## src/rtl/spi_master_ram_if.sv

```systemverilog
// SPI command initiator for the SPI slave / single-port RAM subsystem.
// Each accepted command becomes one SS_n-framed MOSI transfer; read-data frames also collect an 8-bit MISO reply.
module spi_master_ram_if #(
    parameter int RD_LATENCY = 2,
    parameter int IDLE_GAP   = 1
) (
    input  logic       clk,
    input  logic       rst_n,
    input  logic       cmd_valid,
    output logic       cmd_ready,
    input  logic [1:0] cmd_op,
    input  logic [7:0] cmd_data,
    output logic       SS_n,
    output logic       MOSI,
    input  logic       MISO,
    output logic       rd_valid,
    output logic [7:0] rd_data,
    output logic       seq_err,
    output logic       busy
);

    typedef enum logic [2:0] {IDLE, START, SHIFT, WAIT, RECV, DONE, GAP} state_t;

    state_t      state, state_nxt;
    logic [9:0]  tx_shift;
    logic [7:0]  rx_shift;
    logic [3:0]  cnt;
    logic        is_read;
    logic        err_pend;
    logic        wa_pend;
    logic        ra_pend;
    logic        accept;

    assign accept = cmd_valid && cmd_ready;

    // The shared counter restarts on every state change, so each phase counts from zero.
    always_comb begin
        state_nxt = state;
        case (state)
            IDLE:    if (accept) state_nxt = START;
            START:   state_nxt = SHIFT;
            SHIFT:   if (cnt == 4'd9) state_nxt = is_read ? WAIT : DONE;
            WAIT:    if (cnt == 4'(RD_LATENCY - 1)) state_nxt = RECV;
            RECV:    if (cnt == 4'd7) state_nxt = DONE;
            DONE:    state_nxt = GAP;
            GAP:     if (cnt == 4'(IDLE_GAP - 1)) state_nxt = IDLE;
            default: state_nxt = IDLE;
        endcase
    end

    always_ff @(posedge clk or negedge rst_n) begin
        if (!rst_n) begin
            state    <= IDLE;
            cnt      <= 4'd0;
            tx_shift <= 10'd0;
            rx_shift <= 8'd0;
            rd_data  <= 8'd0;
            is_read  <= 1'b0;
            err_pend <= 1'b0;
            wa_pend  <= 1'b0;
            ra_pend  <= 1'b0;
        end else begin
            state <= state_nxt;
            cnt   <= (state_nxt != state) ? 4'd0 : cnt + 4'd1;
            if (accept) begin
                tx_shift <= {cmd_op, cmd_data};
                is_read  <= (cmd_op == 2'b11);
                err_pend <= ((cmd_op == 2'b01) && !wa_pend) || ((cmd_op == 2'b11) && !ra_pend);
                case (cmd_op)
                    2'b00:   wa_pend <= 1'b1;
                    2'b01:   wa_pend <= 1'b0;
                    2'b10:   ra_pend <= 1'b1;
                    default: ra_pend <= 1'b0;
                endcase
            end else if (state == SHIFT) begin
                tx_shift <= {tx_shift[8:0], 1'b0};
            end
            if (state == RECV) begin
                rx_shift <= {rx_shift[6:0], MISO};
            end
            if ((state == RECV) && (cnt == 4'd7)) begin
                rd_data <= {rx_shift[6:0], MISO};
            end
        end
    end

    // START repeats op[1] ahead of the shifted frame, so MOSI reads the unshifted MSB there too.
    always_comb begin
        SS_n      = !((state == START) || (state == SHIFT) || (state == WAIT) || (state == RECV));
        MOSI      = ((state == START) || (state == SHIFT)) ? tx_shift[9] : 1'b0;
        rd_valid  = (state == DONE) && is_read;
        seq_err   = (state == START) && err_pend;
        busy      = (state != IDLE);
        cmd_ready = rst_n && (state == IDLE);
    end

endmodule

```

## config.mk

```make
export PLATFORM = sky130hd
export DESIGN_NAME = spi_master_ram_if
export DESIGN_NICKNAME = d
export VERILOG_FILES = /design/src/rtl/spi_master_ram_if.sv
export SDC_FILE = /design/constraint.sdc
export NUM_CORES = 1
export LEC_CHECK = 0
export ABC_AREA = 1
export CORE_MARGIN = 3
export CORE_UTILIZATION = 40
export DETAILED_ROUTE_END_ITERATION = 8
export PLACE_DENSITY = 0.67
export SKIP_LAST_GASP = 1
export SYNTH_ARGS = -nofsm -noshare
export SYNTH_HDL_FRONTEND = slang
export SYNTH_SLANG_ARGS = --single-unit
```

## constraint.sdc

```tcl
create_clock -name clk -period 3.8 [get_ports clk]
set_input_delay 0.76 -clock clk [delete_from_list [all_inputs] [get_ports clk]]
set_output_delay 0.76 -clock clk [all_outputs]
set_load 0.03 [all_outputs]
```

==> results of run 1 <==
cell families after synthesis:
logic type      after synthesis
xor+xnor                      2
simple gates                 75
flops                        36
compound gates               35
buf+inv                      37
fa+ha+maj                     3
state kept, by name (all words and copies together) (netlist names):
| register | cells |
|---|---|
| is_read | 1 |
| wa_pend | 1 |
| err_pend | 1 |
| rd_data | 8 |
| rx_shift | 7 |
| tx_shift | 10 |
| ra_pend | 1 |
| cnt | 4 |
| state | 3 |
metal layers:
layer | share of wire [%] | track usage [%] | vias up
li1 | - | - | 665
met1 | 48 | 18.5 | 577
met2 | 43 | 19.6 | 40
met3 | 6.6 | 5.54 | 9
met4 | 2.0 | 6.89 | 0
met5 | 0 | 0 | -
power by group through the flow:
| stage | Sequential (µW) | Combinational (µW) | Clock (µW) |
|---|---|---|---|
| 6_report | 619 | 675 | 285 |
| 3_5_place_dp | 624 | 685 | 0 |
| 3_3_place_gp | 621 | 676 | 0 |
| 5_1_grt | 633 | 768 | 318 |
| 4_1_cts | 618 | 687 | 298 |
| 2_1_floorplan | 606 | 517 | 0 |
cell usage in the layout (no fill, tap or decap), types with 5 or more instances in the layout:
master,instances
nand2_1,39
dfrtp_1,36
inv_1,27
clkdlybuf4s50_1,26
nor2_1,17
o21ai_0,11
nand3_1,10
o21ai_1,8
clkbuf_8,6
inv_2,5
critical path: cells and delay by family (launching register included):
family / cells / cell delay, ns
DFF: 1 / 0.51
buffers and inverters: 3 / 0.91
and+or+nand+nor: 4 / 0.51
final cells by class:
| type | count | share of cell area [%] |
|---|---|---|
| sequential | 36 | 43.6 |
| multi-input combinational | 115 | 29.8 |
| timing repair buffer | 28 | 13.2 |
| inverter | 32 | 5.82 |
| clock buffer | 6 | 4.00 |
| tap | 48 | 2.91 |
| clock inverter | 2 | 0.667 |
worst max path at each step:
stage | to | depth (start not counted)
6_report | MOSI | 7
5_1_grt | SS_n | 8
4_1_cts | MOSI | 7
3_5_place_dp | SS_n | 8
3_3_place_gp | MOSI | 7
2_1_floorplan | rd_valid | 2
stage by stage:
stage	hold WS (ns)	power (µW)	setup WS (ns)
after floorplan	0.449	1120	1.51
after global placement	0.466	1300	1.16
after detailed placement	0.472	1310	1.14
after CTS	0.493	1600	0.801
after global routing	0.524	1720	0.627
final	0.488	1580	0.808
==> reports/results.ini, run 1 <==
[timing]
drv_slew=0
hold_violations=0
finalClockSkew_ns=0.00820
max_slew.worst_pin.slew_ns=0.468
finalSetupViolations=0
fin_crit_ns=2.99
tns_ns=0
min_period_over_period_pct=78.7
fmax_ghz=0.334
rsz0062_at_grt=no
relSlewSlack_pct=68.8

[drt]
final_antenna_net_count=0
post_drt_via_cell_ratio=4.84
wl_mm=3.08
initialDrtViolationCount=78
first_pass_iters=4
via_count=1291
routedWlPerCell_um=11.5
drcViolationCount=0

[place]
gp_congestion=0.910
placed_area_mm2=0.00197
dp_cells=259
portBuffers=27
hpwl_mm=2.26

[job]
drv_cap=0

[critical_path]
reg2reg_slack_ns=2.27
crit_type=flip-flop to output port
crit_fanout=11
rr_endpoint=cnt[0]$_DFF_PN0_
end_kind=output port
worst_path_largest_cell_delay_ns=0.67
r2r_start=state[1]$_DFF_PN0_
worstPathRequired_ns=3.04
reg2reg_depth=8
cp-start-kind=flip-flop
crit_arrival_ns=2.23
critPathLaunch=state[1]$_DFF_PN0_
cpMaxStageDelayCell=clkdlybuf4s50_1
worstPathCellList=nand2_1, nor2_4, inv_1, nand2_1, inv_1, nor2_1, clkdlybuf4s50_1

[finish]
fin_cells=267
multi_input_area_um2=614
fin_util_pct=53.6
fillers=362
regArea_um2=901
layout-drive-gt1-share_pct=10.5
stdcell_area_mm2=0.00206
diodes=0
nets=235
area_growth_pct=23.4

[synth]
syn-cell-area_mm2=0.00167
ys_dominant_reg_cell=dfrtp_1
syn_area_per_cell_um2=8.90
synthCells=188
ys_ff_latch=36
syn-num-nets=205
synth_largest_area_cell=dfrtp_1
post-synth-top-count-cell=nand2_1
synthMuxAreaShare_pct=0
ys_seq_area_share_pct=53.9
synthSimpleGateAreaFrac_pct=20.7
synth-edff-count=0
synth.top_cells.by_count=nand2_1, dfrtp_1, inv_1, nor2_1, o21ai_0
synth_xor_area_share_pct=1.05
synthAdderAreaFrac_pct=2.24
synth_top_family_by_area=simple AND/OR/NAND/NOR gates
synthTopCellsByArea=dfrtp_1, nand2_1, inv_1, nor2_1, o21ai_0
synth_compound_area_share_pct=12.7
synth_top_area_share_pct=53.9
synthArstFlopShare_pct=100
ys_warn_count=0
synth_cell_types=26

[floorplanning]
die_h_um=70.7
die_x_um=70.7
row_count=22
core-area_mm2=0.00385
dieArea_mm2=0.00499
ios=28
start_util_pct=43.4

[cts]
cts_sinks=36
cts-buffers-inserted=5
clkTransAtPathRegs_ns=0.07
cts_resized=0
cts_buffer_depth=2
cts_setup_buffers=0
tritoncts=built
cts-root-buf=clkbuf_8
clk_latency_ns=0.29
hold_buffers=0
htree_levels=2

[power]
p_clk_share_pct=18.1
p_switching_uw=657
power_density_mw_per_mm2=765
p_sw_share_pct=41.6
vdd_drop_max_uv=404
power_frac_seq_pct=39.2
p_comb_share_pct=42.8
p_leak_uw=0.000986
p_int_uw=923

[grt]
grt_pass1_wl_mm=5.46
grt_max_degree=38
grt_pass1_vias=1235
grt_antenna_before_repair=0
grt-ovfl-total=0
track_usage_pct=13.9

[min_path]
worstHoldPathType=flip-flop to flip-flop
hold_end=rx_shift[5]$_DFFE_PN0P_
min_path_cells=2
min-delay-start=rx_shift[5]$_DFFE_PN0P_

[status]
status=completed

Power figures use the tool's default switching activity.
==> run 2: changes to the inputs <==
Settings changed: PLACE_DENSITY 0.67 to 0.69.
Clock period 3.8 ns to 2.5 ns, I/O delays scaled along.
==> run 2 against run 1 <==
- sequential power grew 53%
- flip-flop and latch count is the same
- combinational power up 56%
- critical path depth up 1
- clock skew shrank 0.0058 ns
- wire length rose by 4.5%
- clock power rose by 46%
- critical path type unchanged
- largest power group unchanged
==> reports/results.ini, run 2 (synthesized netlist as in run 1, its figures left out) <==
[critical_path]
crit_fanout=7  ; was 11
worstPathRequired_ns=2.00  ; was 3.04 ns
crit_arrival_ns=1.78  ; was 2.23 ns
crit_type=flip-flop to output port  ; unchanged
worstPathCellList=inv_2, nand2_1, nor2_4, inv_1, nand2_1, inv_1, nor2_1, dlygate4sd2_1  ; was nand2_1, nor2_4, inv_1, nand2_1, inv_1, nor2_1, clkdlybuf4s50_1
worst_path_largest_cell_delay_ns=0.44  ; was 0.67 ns
reg2reg_slack_ns=0.99  ; was 2.27 ns
reg2reg_depth=7  ; was 8
cpMaxStageDelayCell=dfrtp_1  ; was clkdlybuf4s50_1
rr_endpoint=tx_shift[9]$_DFFE_PN0P_  ; was cnt[0]$_DFF_PN0_
end_kind=output port  ; unchanged
cp-start-kind=flip-flop  ; unchanged
r2r_start=state[0]$_DFF_PN0_  ; was state[1]$_DFF_PN0_

[finish]
area_growth_pct=24.5  ; was 23.4%
multi_input_area_um2=614  ; unchanged
largest_reg_flops=10  ; unchanged
mostFrequentLayoutCell=nand2_1  ; unchanged
nets=238  ; was 235
reg_top3=tx_shift x10, rd_data x8, rx_shift x7  ; unchanged
fin_util_pct=54.1  ; was 53.6%
final_cell_mix=nand2_1, dfrtp_1, inv_1  ; unchanged
fillers=380  ; was 362
regArea_um2=902  ; was 901 µm²
fin_cells=270  ; was 267
top_register=tx_shift  ; unchanged
diodes=0  ; unchanged
layout-drive-gt1-share_pct=11.7  ; was 10.5%

[timing]
setup_ws_ns=0.224  ; was 0.808 ns
fmax_ghz=0.439
max_slew.worst_pin.slew_ns=0.317  ; was 0.468 ns
rsz0062_at_grt=no  ; unchanged
finalSetupViolations=0  ; unchanged
hold_violations=0  ; unchanged
tns_ns=0  ; unchanged
min_period_over_period_pct=91.0
drv_slew=0  ; unchanged
finalClockSkew_ns=0.00243  ; was 0.00820 ns
relSlewSlack_pct=78.8  ; was 68.8%
fin_crit_ns=2.28

[drt]
post_drt_via_cell_ratio=4.80  ; was 4.84
initialDrtViolationCount=80  ; was 78
routedWlPerCell_um=11.9  ; was 11.5 µm
via_count=1295  ; was 1,291
final_antenna_net_count=0  ; unchanged
wl_mm=3.21  ; was 3.08 mm
drcViolationCount=0  ; unchanged
first_pass_iters=4  ; unchanged

[floorplanning]
row_count=22  ; unchanged
start_util_pct=43.4  ; unchanged
die_h_um=70.7  ; unchanged
die_x_um=70.7  ; unchanged
core-area_mm2=0.00385  ; unchanged
ios=28  ; unchanged
dieArea_mm2=0.00499  ; unchanged

[grt]
track_usage_pct=14.1  ; was 13.9%
grt_pass1_vias=1226  ; was 1,235
grt-ovfl-total=0  ; unchanged
grt_pass1_wl_mm=5.53  ; was 5.46 mm
grt_antenna_before_repair=0  ; unchanged
grt_max_degree=20  ; was 38

[cts]
hold_buffers=0  ; unchanged
clk_latency_ns=0.28  ; was 0.29 ns
clkTransAtPathRegs_ns=0.07  ; about the same
cts_sinks=36  ; unchanged
cts_setup_buffers=0  ; unchanged
cts-root-buf=clkbuf_8  ; unchanged
cts-buffers-inserted=5  ; unchanged
htree_levels=2  ; unchanged
cts_buffer_depth=2  ; unchanged
tritoncts=built  ; unchanged

[power]
p_leak_uw=0.00103  ; was 0.000986 µW
power_density_mw_per_mm2=1160  ; was 765 mW/mm²
vdd_drop_max_uv=498  ; was 404 µV

[min_path]
worstHoldPathType=primary input to async pin  ; was flip-flop to flip-flop

[place]
dp_cells=262  ; was 259
place_ws_ns=0.180  ; was 1.14 ns
portBuffers=27  ; unchanged
hpwl_mm=2.44  ; was 2.26 mm
gp_congestion=0.762  ; was 0.910

[status]
status=completed  ; unchanged

[job]
drv_cap=0  ; unchanged

## run 2: cell types whose count changed in the layout (fill, tap and decap cells not counted), moves of 2 or more
cell and delta:
clkbuf_1 +2, clkdlybuf4s50_1 -4, dlymetal6s2s_1 +2, buf_4 +4
## run 2: cell type report
class	instances	area share [%]
clock buffers	8	4.32
inverters	32	5.77
multi-input cells	115	29.5
flip-flops and latches	36	43.3
well taps	48	2.88
repair buffers	31	14.2
## run 2: metrics by stage
stage	area [µm²]	hold slack [ns]	total power [µW]
after floorplan	1670	0.204	1710
after global placement	1990	0.466	1990
after detailed placement	1990	0.469	2030
after CTS	2080	0.266	2450
after global routing	2080	0.280	2620
final	2080	0.261	2410
## run 2: routing by layer
layer | up-vias | share of wire, % | global-route usage, %
met5 | - | 0 | 0
met4 | 0 | 1.4 | 6.26
met2 | 30 | 47 | 21.8
met3 | 6 | 5.1 | 4.69
li1 | 665 | - | -
met1 | 594 | 47 | 18.0
## run 2: how the worst max path moves through the flow
stage / cells past startpoint / start / endpoint
finish: 8 / state[0]$_DFF_PN0_ / MOSI
global route: 8 / state[0]$_DFF_PN0_ / MOSI
CTS: 8 / state[1]$_DFF_PN0_ / SS_n
detailed placement: 7 / state[1]$_DFF_PN0_ / MOSI
global placement: 7 / state[1]$_DFF_PN0_ / MOSI
floorplan: 2 / state[2]$_DFF_PN0_ / rd_valid
## run 2: critical path, delay by kind of cell (launching register included)
kind	cells	cell delay [ns]
AND/OR/NAND/NOR	4	0.41
flip-flops	1	0.44
buffers and inverters	4	0.65
## run 2: report_power, final
group / switching [µW] / internal (µW) / total (µW)
combinational: 654 / 394 / 1050
clock: 192 / 225 / 417
sequential: 148 / 799 / 947
total: 995 / 1420 / 2410
## run 2: timing repair
item	4_1_cts	5_1_grt
gates resized for setup	1	3
endpoints found under the hold margin	0	0
setup endpoints to repair	1	2
==> patch: new RTL, settings of run 2 <==
Reset style: synchronous (`rst_n`), changed in one clocked block.
--- a/src/rtl/spi_master_ram_if.sv
+++ b/src/rtl/spi_master_ram_if.sv
@@ -49,5 +49,5 @@
     end
 
-    always_ff @(posedge clk or negedge rst_n) begin
+    always_ff @(posedge clk) begin
         if (!rst_n) begin
             state    <= IDLE;
Formal check against the unedited RTL: differs if rst_n is asserted again (counterexample within 4 cycles, from zero or initial values and one cycle with rst_n low); with rst_n held inactive, the same outputs for 10 cycles.
==> patch against run 2 <==
- die area down 6.8%
- worst setup slack worse by 69 ps
- routed wire length down 5.2%
- final area down 6.7%
- synthesized area down 7.4%
- clock skew up 1.1 ps
- sequential cell count unchanged
- critical endpoint is now rd_valid
- largest cell class is now multi-input gates
Power is not compared: it rests on default switching activity, and its combinational part moved more than twofold at a synthesized area within 25%.
==> patch: results (changes against run 2) <==
Sequential fraction of the synthesis area: 0.465 (was 0.539)
Vias in the first global route: 1181 (was 1226)
Drt via density: 4.70 (was 4.80)
Placed wire-length estimate: 2290 microns (was 2440 microns)
Ys async rst share: 0 (was 1.00)
Slowest-stage cell, CP: clkdlybuf4s50_1 (was dfrtp_1)
First DRT Iteration DRCs: 46 (was 80)
GR Util All Layers: 0.146 (was 0.141)
Worst hold path type: reg -> reg (was in -> async)
CP max FO: 4 (was 7)
DR vias: 1350 (was 1295)
# resized after CTS: 0 (was 1)
Synth area leaders: dfxtp_1 47%, nand2_1 14%, nor2_1 9.7% (was dfrtp_1 54%, nand2_1 8.8%, inv_1 6.1%)
Slew @ Worst Pin: 463 ps (was 317 ps)
Status: complete, no violations (unchanged)
Clock skew: 3.56 ps (was 2.43 ps)
Syn_nets: 226 (was 205)
Root Buffer: clkbuf_8 (unchanged)
Final nets: 258 (was 238)
Global-route wire length before repair: 5130 microns (was 5530 microns)
Largest net degree at the start of global routing: 21 (was 20)
Distinct cells, synth: 28 (was 26)
Placed Instances: 280 (was 262)
DP Area: 0.00187 sq mm (was 0.00199 sq mm)
Final WL: 3050 microns (was 3210 microns)
Share of cells above drive strength 1: 0.0996 (was 0.117)
Final Wtd Congestion: 0.787 (was 0.762)
Syn avg cell area: 7.41 sq um (was 8.90 sq um)
Max incr delay on CP: 700 ps (was 440 ps)
[patch: power by group through the flow]
stage | Sequential, mW | Combinational (mW) | Clock, mW
after floorplan | 0.617 | 0.0856 | 0
after global placement | 0.619 | 0.133 | 0
after detailed placement | 0.620 | 0.135 | 0
after CTS | 0.607 | 0.135 | 0.392
after global routing | 0.610 | 0.149 | 0.416
final | 0.607 | 0.134 | 0.375
[patch: stage by stage]
step	worst slack, ps	utilization
floorplan	669	-
global placement	441	0.530
detailed placement	422	0.530
CTS	137	0.552
global route	48.6	0.552
finish	155	0.552
[patch: area by class of cell]
cell class                      count  area (sq um)  area share
Tap cell                           46          57.6      0.0296
Timing Repair Buffer               29           283       0.145
Inverter                           17          66.3      0.0341
Clock buffer                        6          72.6      0.0373
Sequential cell                    36           721       0.371
Multi-Input combinational cell    152           739       0.380
Clock inverter                      1          5.00     0.00257
[patch: logic make-up after synthesis]
group	synth area share
buffers and inverters	0.0573
and+or+nand+nor	0.313
adders and majority gates	0.0242
DFF	0.465
AOI/OAI and AO/OA	0.128
xor gates and xnor gates	0.0113
[patch: worst max-delay path: cells and delay by family (launching register included)]
kind	cells	cell delay, ps
flops	1	420
buf+inv	3	870
simple gates	2	280
[patch: final timing paths]
| kind | end | slack (ps) | from | depth (start not counted) |
|---|---|---|---|---|
| setup / recovery | rd_valid | 160 | state[0] | 5 |
| hold / removal | tx_shift[9] | 460 | tx_shift[9] | 2 |
| setup reg to reg | cnt[0] | 990 | state[1] | 7 |
| hold reg to reg | tx_shift[9] | 460 | tx_shift[9] | 2 |
[patch: routing by layer]
layer / track usage / vias to the layer above / routed length [microns]
met3: 0.0443 / 5 / 137
met5: 0 / - / 0
met1: 0.201 / 578 / 1580
li1: - / 736 / -
met2: 0.211 / 31 / 1290
met4: 0.0596 / 0 / 42
